**config.mk**
```make
export PLATFORM = sky130hd
export DESIGN_NAME = uart_bit_receiver
export DESIGN_NICKNAME = d
export VERILOG_FILES = /design/src/rtl/uart_bit_receiver.sv
export SDC_FILE = /design/constraint.sdc
export NUM_CORES = 1
export LEC_CHECK = 0
export BUFFER_PORTS_ARGS = -buffer_cell sky130_fd_sc_hd__buf_2
export CAP_MARGIN = 5
export CORE_AREA = 2 2 96 98
export DETAILED_ROUTE_END_ITERATION = 10
export DIE_AREA = 0 0 98 100
export SLEW_MARGIN = 20
export SYNTH_ARGS = -nofsm -noshare
export SYNTH_HDL_FRONTEND = slang
export SYNTH_SLANG_ARGS = --single-unit
```
**constraint.sdc**
```tcl
create_clock -name clk -period 4.2 [get_ports clk]
set_input_delay 0.63 -clock clk [delete_from_list [all_inputs] [get_ports clk]]
set_output_delay 0.63 -clock clk [all_outputs]
set_load 0.05 [all_outputs]
```
**src/rtl/uart_bit_receiver.sv**
```systemverilog
// 8N1 UART receiver: two-flop synchronizer, mid-bit sampling FSM, byte strobe,
// framing-error pulse and a saturating link-loss timer.
module uart_bit_receiver #(
    parameter int CLOCK_FREQ = 8_000_000,
    parameter int BAUD_RATE  = 115200,
    parameter int TIMEOUT_MS = 500
) (
    input  logic       clk,
    input  logic       rst,
    input  logic       uart_rx,
    output logic [7:0] rx_data,
    output logic       rx_valid,
    output logic       frame_error,
    output logic       received_bit,
    output logic       link_timeout
);

    localparam int BIT_PERIOD     = CLOCK_FREQ / BAUD_RATE;
    localparam int HALF_BIT       = BIT_PERIOD / 2;
    localparam int TIMEOUT_CYCLES = (CLOCK_FREQ / 1000) * TIMEOUT_MS;
    localparam int BW             = $clog2(BIT_PERIOD + 1);
    localparam int TW             = $clog2(TIMEOUT_CYCLES + 1);

    localparam logic [BW-1:0] HALF_M1 = BW'(HALF_BIT - 1);
    localparam logic [BW-1:0] BIT_M1  = BW'(BIT_PERIOD - 1);
    localparam logic [TW-1:0] TO_MAX  = TW'(TIMEOUT_CYCLES - 1);

    typedef enum logic [2:0] {
        IDLE      = 3'd0,
        START     = 3'd1,
        DATA      = 3'd2,
        STOP      = 3'd3,
        WAIT_IDLE = 3'd4
    } state_t;

    state_t        state_q, state_d;
    logic          s1, s2;
    logic [BW-1:0] timer_q, timer_d;
    logic [2:0]    idx_q, idx_d;
    logic [7:0]    shift_q, shift_d;
    logic [7:0]    data_d;
    logic          valid_d, ferr_d, rbit_d;
    logic [TW-1:0] to_cnt;

    always_comb begin
        state_d = state_q;
        timer_d = timer_q;
        idx_d   = idx_q;
        shift_d = shift_q;
        data_d  = rx_data;
        rbit_d  = received_bit;
        valid_d = 1'b0;
        ferr_d  = 1'b0;
        case (state_q)
            IDLE: begin
                if (!s2) begin
                    state_d = START;
                    timer_d = '0;
                end
            end
            START: begin
                if (timer_q == HALF_M1) begin
                    timer_d = '0;
                    idx_d   = '0;
                    state_d = s2 ? IDLE : DATA;
                end else begin
                    timer_d = timer_q + 1'b1;
                end
            end
            DATA: begin
                if (timer_q == BIT_M1) begin
                    timer_d = '0;
                    // Right shift: the first (LSB) bit ends up in shift_q[0].
                    shift_d = {s2, shift_q[7:1]};
                    idx_d   = idx_q + 1'b1;
                    if (idx_q == 3'd7) state_d = STOP;
                end else begin
                    timer_d = timer_q + 1'b1;
                end
            end
            STOP: begin
                if (timer_q == BIT_M1) begin
                    timer_d = '0;
                    if (s2) begin
                        valid_d = 1'b1;
                        data_d  = shift_q;
                        rbit_d  = shift_q[0];
                        state_d = IDLE;
                    end else begin
                        ferr_d  = 1'b1;
                        state_d = WAIT_IDLE;
                    end
                end else begin
                    timer_d = timer_q + 1'b1;
                end
            end
            WAIT_IDLE: begin
                if (s2) state_d = IDLE;
            end
            default: state_d = IDLE;
        endcase
    end

    // Synchronizer preloads to idle-high so a reset release never looks like a start.
    always_ff @(posedge clk) begin
        if (rst) begin
            s1           <= 1'b1;
            s2           <= 1'b1;
            state_q      <= IDLE;
            timer_q      <= '0;
            idx_q        <= '0;
            shift_q      <= '0;
            rx_data      <= '0;
            rx_valid     <= 1'b0;
            frame_error  <= 1'b0;
            received_bit <= 1'b0;
        end else begin
            s1           <= uart_rx;
            s2           <= s1;
            state_q      <= state_d;
            timer_q      <= timer_d;
            idx_q        <= idx_d;
            shift_q      <= shift_d;
            rx_data      <= data_d;
            rx_valid     <= valid_d;
            frame_error  <= ferr_d;
            received_bit <= rbit_d;
        end
    end

    // Cleared on the same edge that raises rx_valid, so a good byte always wins.
    always_ff @(posedge clk) begin
        if (rst || valid_d) begin
            to_cnt <= '0;
        end else if (to_cnt != TO_MAX) begin
            to_cnt <= to_cnt + 1'b1;
        end
    end

    assign link_timeout = (to_cnt == TO_MAX);

endmodule

```
# Word level (Yosys, flattened, before mapping)

Cells that the tools add are included.

Bits in latches: 0
Word-level logic and storage cells: 62
Input bits: 3
Memory bits (writable): 0
Bits in read-only memories: 0
Memories kept: 0
Flip-flop bits (word level): 56

Reduce and logical (&&, ||, !) cells: 11
Shift-type cells: 0
Multiplexer cells: 20
Eq/ne operators: 15
Add/sub/neg operators: 3
Magnitude comparators: 0
Multiply operators: 0
Bitwise operators: 2
Divide/modulo/power cells: 0

Operator list:

| kind                    | number |
|---|---|
| $mux W3                 | 9 |
| $add A22 B1 Y22 const B | 1 |
| $eq A22 B22 Y1 const B  | 1 |
| $ne A22 B22 Y1 const B  | 1 |
| $mux W7                 | 3 |
| $pmux W7 S3             | 1 |
| $pmux W3 S5             | 1 |
| $ne A2 B2 Y1 const B    | 6 |
| $add A7 B1 Y7 const B   | 1 |
| $eq A7 B6 Y1 const B    | 1 |
| $eq A7 B7 Y1 const B    | 1 |
| $eq A3 B2 Y1 const B    | 2 |
| $eq A3 B3 Y1 const B    | 2 |
| $pmux W3 S2             | 1 |
| $reduce_and A3 Y1       | 2 |
| $reduce_and A6 Y1       | 1 |
| $mux W1                 | 4 |
| $reduce_and A2 Y1       | 2 |
| $add A3 B1 Y3 const B   | 1 |
| $eq A3 B1 Y1 const B    | 1 |
| $logic_not A3 Y1        | 1 |
| $reduce_bool A3 Y1      | 1 |
| $reduce_or A3 Y1        | 1 |
| $mux W2                 | 1 |
| other kinds (4)         | 5 |

# Longest topological paths before layout

Depth after elaboration: 4
Depth in mapped cells: 8

# Worst setup path after synthesis

Ideal clock, no wire load.

Path kind: reg-to-output
Start point: register to_cnt[9]
End point: output port link_timeout
Slack: 1802 ps
Required time: 3570 ps
Cell stages (with the launch flop): 5
Path buffers: 0
Arrival time: 1768 ps
Path through: dfxtp_1 > or4b_4 > nor4_4 > nand2_2 > inv_1

Word-level cells in the longest chain between the ends: 1

Ends and longest elaborated chain:

| what                   | RTL line | text |
|---|---|---|
| from (decl)            | 43       | `logic [TW-1:0] to_cnt;` |
| from (signal assigned) | 136      | `to_cnt <= to_cnt + 1'b1;` |
| $eq A22 B22 Y1         | 140      | `assign link_timeout = (to_cnt == TO_MAX);` |
| to (decl)              | 15       | `output logic link_timeout` |

No other way between the ends.

# Worst setup path in the final report

Same ends and word-level chain as after synthesis.

==> impl_metrics.yaml <==
clocking:
  cts_tree: "done"
  htree_levels: 2
  cts.root.buffer_cell: "clkbuf_8"
  clk_latency_ns: 0.31
  ctsLongestPathBuffers: 2
  cts_setup_buffers: 0
  numCtsBuffers: 5
  cts.clk_slew.worst_paths_ns: 0.11
  ctsHoldBuffers: 0
  cts_resized: 0
  numClockSinks: 55
timing:
  setup_tns_ns: 0
  skew_ns: 0.01183
  tightest_slew_ns: 0.7687
  hold_violations: 0
  rsz0062_at_grt: "false"
  period_share: 0.6837
  clock.fmax_ghz: 0.3483
  slew_headroom: 0.4857
  slew_violations: 0
  setup_violations: 0
  period_needed_ns: 2.871
placement:
  place_inst: 394
  dp.final_hpwl_um: 3438
  gp_congestion: 0.7399
  numPortBuffers: 14
route:
  num_vias: 2085
  drc: 0
  ant_nets: 0
  dr.first_iter.drc_count: 90
  dr.pass1.iters: 4
  routed_wl_um: 5105
  routedWlPerCell_um: 12.70
  viasPerCell: 5.187
min_path:
  min_path_cells: 1
  holdCritPathClass: "flip-flop to flip-flop"
yosys:
  synth_fp_nets: 294
  syn_avg_cell_area_um2: 9.035
  synth_edf_count: 0
  syn_area_um2: 2575
  ys_warn_count: 0
  yosysSeqAreaShare: 0.4276
  synth_cell_type_count: 56
  synthCells: 285
  synth_flop_cell: "dfxtp_1"
  ys_async_sr_fraction: 0
  ys_ff_latch: 55
worst_setup_path:
  critPathKind: "flip-flop to output pin"
  critPathSlowestCell: "or4b_4"
  timing.critical_path.buf_inv: 2
  crit_start: "to_cnt[9]"
  crit_end: "link_timeout"
  cp_max_fo: 9
  r2r-end: "rx_data[1]"
  r2r_slack_ns: 2.09
  cp_data_arrival_time_ns: 2.24
  timing.rr.start: "timer_q[3]"
  cp-end-kind: "output pin"
  r2r_cells: 4
  worstPathCellList: "or4b_4, nor4_4, nand2_2, inv_1, buf_2"
  crit_required_ns: 3.57
  cp.depth: 5
  max_stage_delay_ns: 0.57
  worst_setup_path_start_kind: "flip-flop"
  crit_family: "simple AND/OR/NAND/NOR gates"
power:
  leakagePower_nw: 0.9293
  power.density_nw_per_um2: 308.4
  ir_drop_mv: 0.1505
flow_run:
  drv_cap: 0
floorplan:
  die_w_um: 98
  core_area_um2: 8890
  ios: 15
  die_h_um: 100
  num_rows: 35
  start_util: 0.2897
  dieArea_um2: 9800
layout:
  area_delta_synth_final_pct: 8.941
  finalNetCount: 299
  final_common_cell: "dfxtp_1"
  finish.utilization: 0.3156
  multiInputGateArea_um2: 1373
  final_cells: 402
  nFillCells: 940
  n_antenna_cell: 0
  seq_area_um2: 1101
  layout_common_cells: "dfxtp_1 (55), a21oi_1 (21), nor2_1 (18)"
  drive_gt1_frac: 0.1168
global_routing:
  track_usage: 0.1048
  grt_overflow: 0
  grt_first_pass_wirelength_um: 8714
  grt_max_degree: 30
  antenna_found_initial: 0
  grt_pass1_vias: 1930
outcome:
  status: "finished clean"
==> final cells by class <==
type                            count  share of cell area
Multi-Input combinational cell    206              0.4893
Clock buffer                        6             0.02587
Inverter                            7            0.009367
Timing Repair Buffer               15             0.02765
Sequential cell                    55              0.3925
Clock inverter                      2            0.005798
Tap cell                          111             0.04951
==> routing by layer <==
metal / vias up / track usage / wire length, um / part of all wire
met4: 0 / 0.03205 / 61 / 0.012
met2: 37 / 0.1728 / 2415 / 0.47
met3: 6 / 0.02368 / 165 / 0.032
li1: 1062 / - / - / -
met5: - / 0 / 0 / 0
met1: 980 / 0.1375 / 2462 / 0.48
==> stage by stage <==
| stage | setup WS, ns | total power, mW | hold WS, ns | cell area [um2] |
|---|---|---|---|---|
| finish | 1.329 | 0.8652 | 0.4274 | 2805 |
| global route | 1.167 | 0.8991 | 0.4440 | 2805 |
| CTS | 1.320 | 0.8736 | 0.4353 | 2805 |
| detailed placement | 1.678 | 0.5750 | 0.4111 | 2716 |
| global placement | 1.713 | 0.5741 | 0.4090 | 2716 |
| floorplan | 1.802 | 0.5668 | 0.3895 | 2575 |
==> worst min-delay path by stage <==
stage | start | end | slack (ns)
after floorplan | s1 | s2 | 0.39
after global placement | s1 | s2 | 0.41
after detailed placement | s1 | s2 | 0.41
after CTS | s1 | s2 | 0.44
after global routing | s1 | s2 | 0.44
final | s1 | s2 | 0.43
==> state kept, by name, indices dropped and copies added, names as in the netlist <==
signal,cells
state_q,3
rx_data,8
to_cnt,22
timer_q,7
s2,1
rx_valid,1
shift_q,8
idx_q,3
s1,1
frame_error,1
==> cell usage after synthesis (all sizes together) (2+ instances only) <==
cell type	instances	share of area
xnor2	3	0.010
nor3	3	0.0058
nor3b	3	0.0087
nor4	4	0.016
a21oi	22	0.044
o22ai	2	0.0049
nand2b	5	0.012
nand3	15	0.029
and4b	2	0.0078
ha	6	0.029
mux2i	12	0.047
and2	3	0.0073
or3	11	0.027
nand4	6	0.015
nand3b	3	0.0087
a21boi	2	0.0058
nand4b	2	0.0068
o21ai	19	0.037
inv	7	0.010
buf	6	0.013
nor2b	3	0.0073
a22o	8	0.027
dfxtp	55	0.43
a31oi	3	0.0073
nand2	17	0.026
nor2	18	0.026
nor4b	2	0.013
clkbuf	11	0.017
o2bb2ai	2	0.0068
o211ai	2	0.0058
and4	5	0.017
or4	4	0.013
xor2	2	0.0068
or2	4	0.0097
o31ai	2	0.0058
and3	2	0.0049
==> where the power goes <==
group | total, mW | switching [mW] | internal [mW]
clock network | 0.302 | 0.182 | 0.120
logic | 0.0317 | 0.0199 | 0.0118
registers | 0.531 | 0.00557 | 0.526
total | 0.865 | 0.207 | 0.658
==> kinds of logic (layout without fill, tap and decap cells) <==
| kind of cell | count (synthesis) | in the layout | synth area share |
|---|---|---|---|
| xor+xnor | 5 | 5 | 0.01701 |
| flops | 55 | 55 | 0.4276 |
| simple gates | 115 | 115 | 0.2736 |
| compound gates | 68 | 68 | 0.1667 |
| fa+ha+maj | 6 | 6 | 0.02915 |
| mux | 12 | 12 | 0.04665 |
| buf+inv | 24 | 30 | 0.03936 |
==> worst reg2reg max path, stage by stage (launching register included) <==
cell     delay [ns]
dfxtp_1        0.37
nor2_1         0.62
nand4_1        0.32
nor4b_4        0.54
a22o_1         0.21
(Power assumes the default switching activity.)
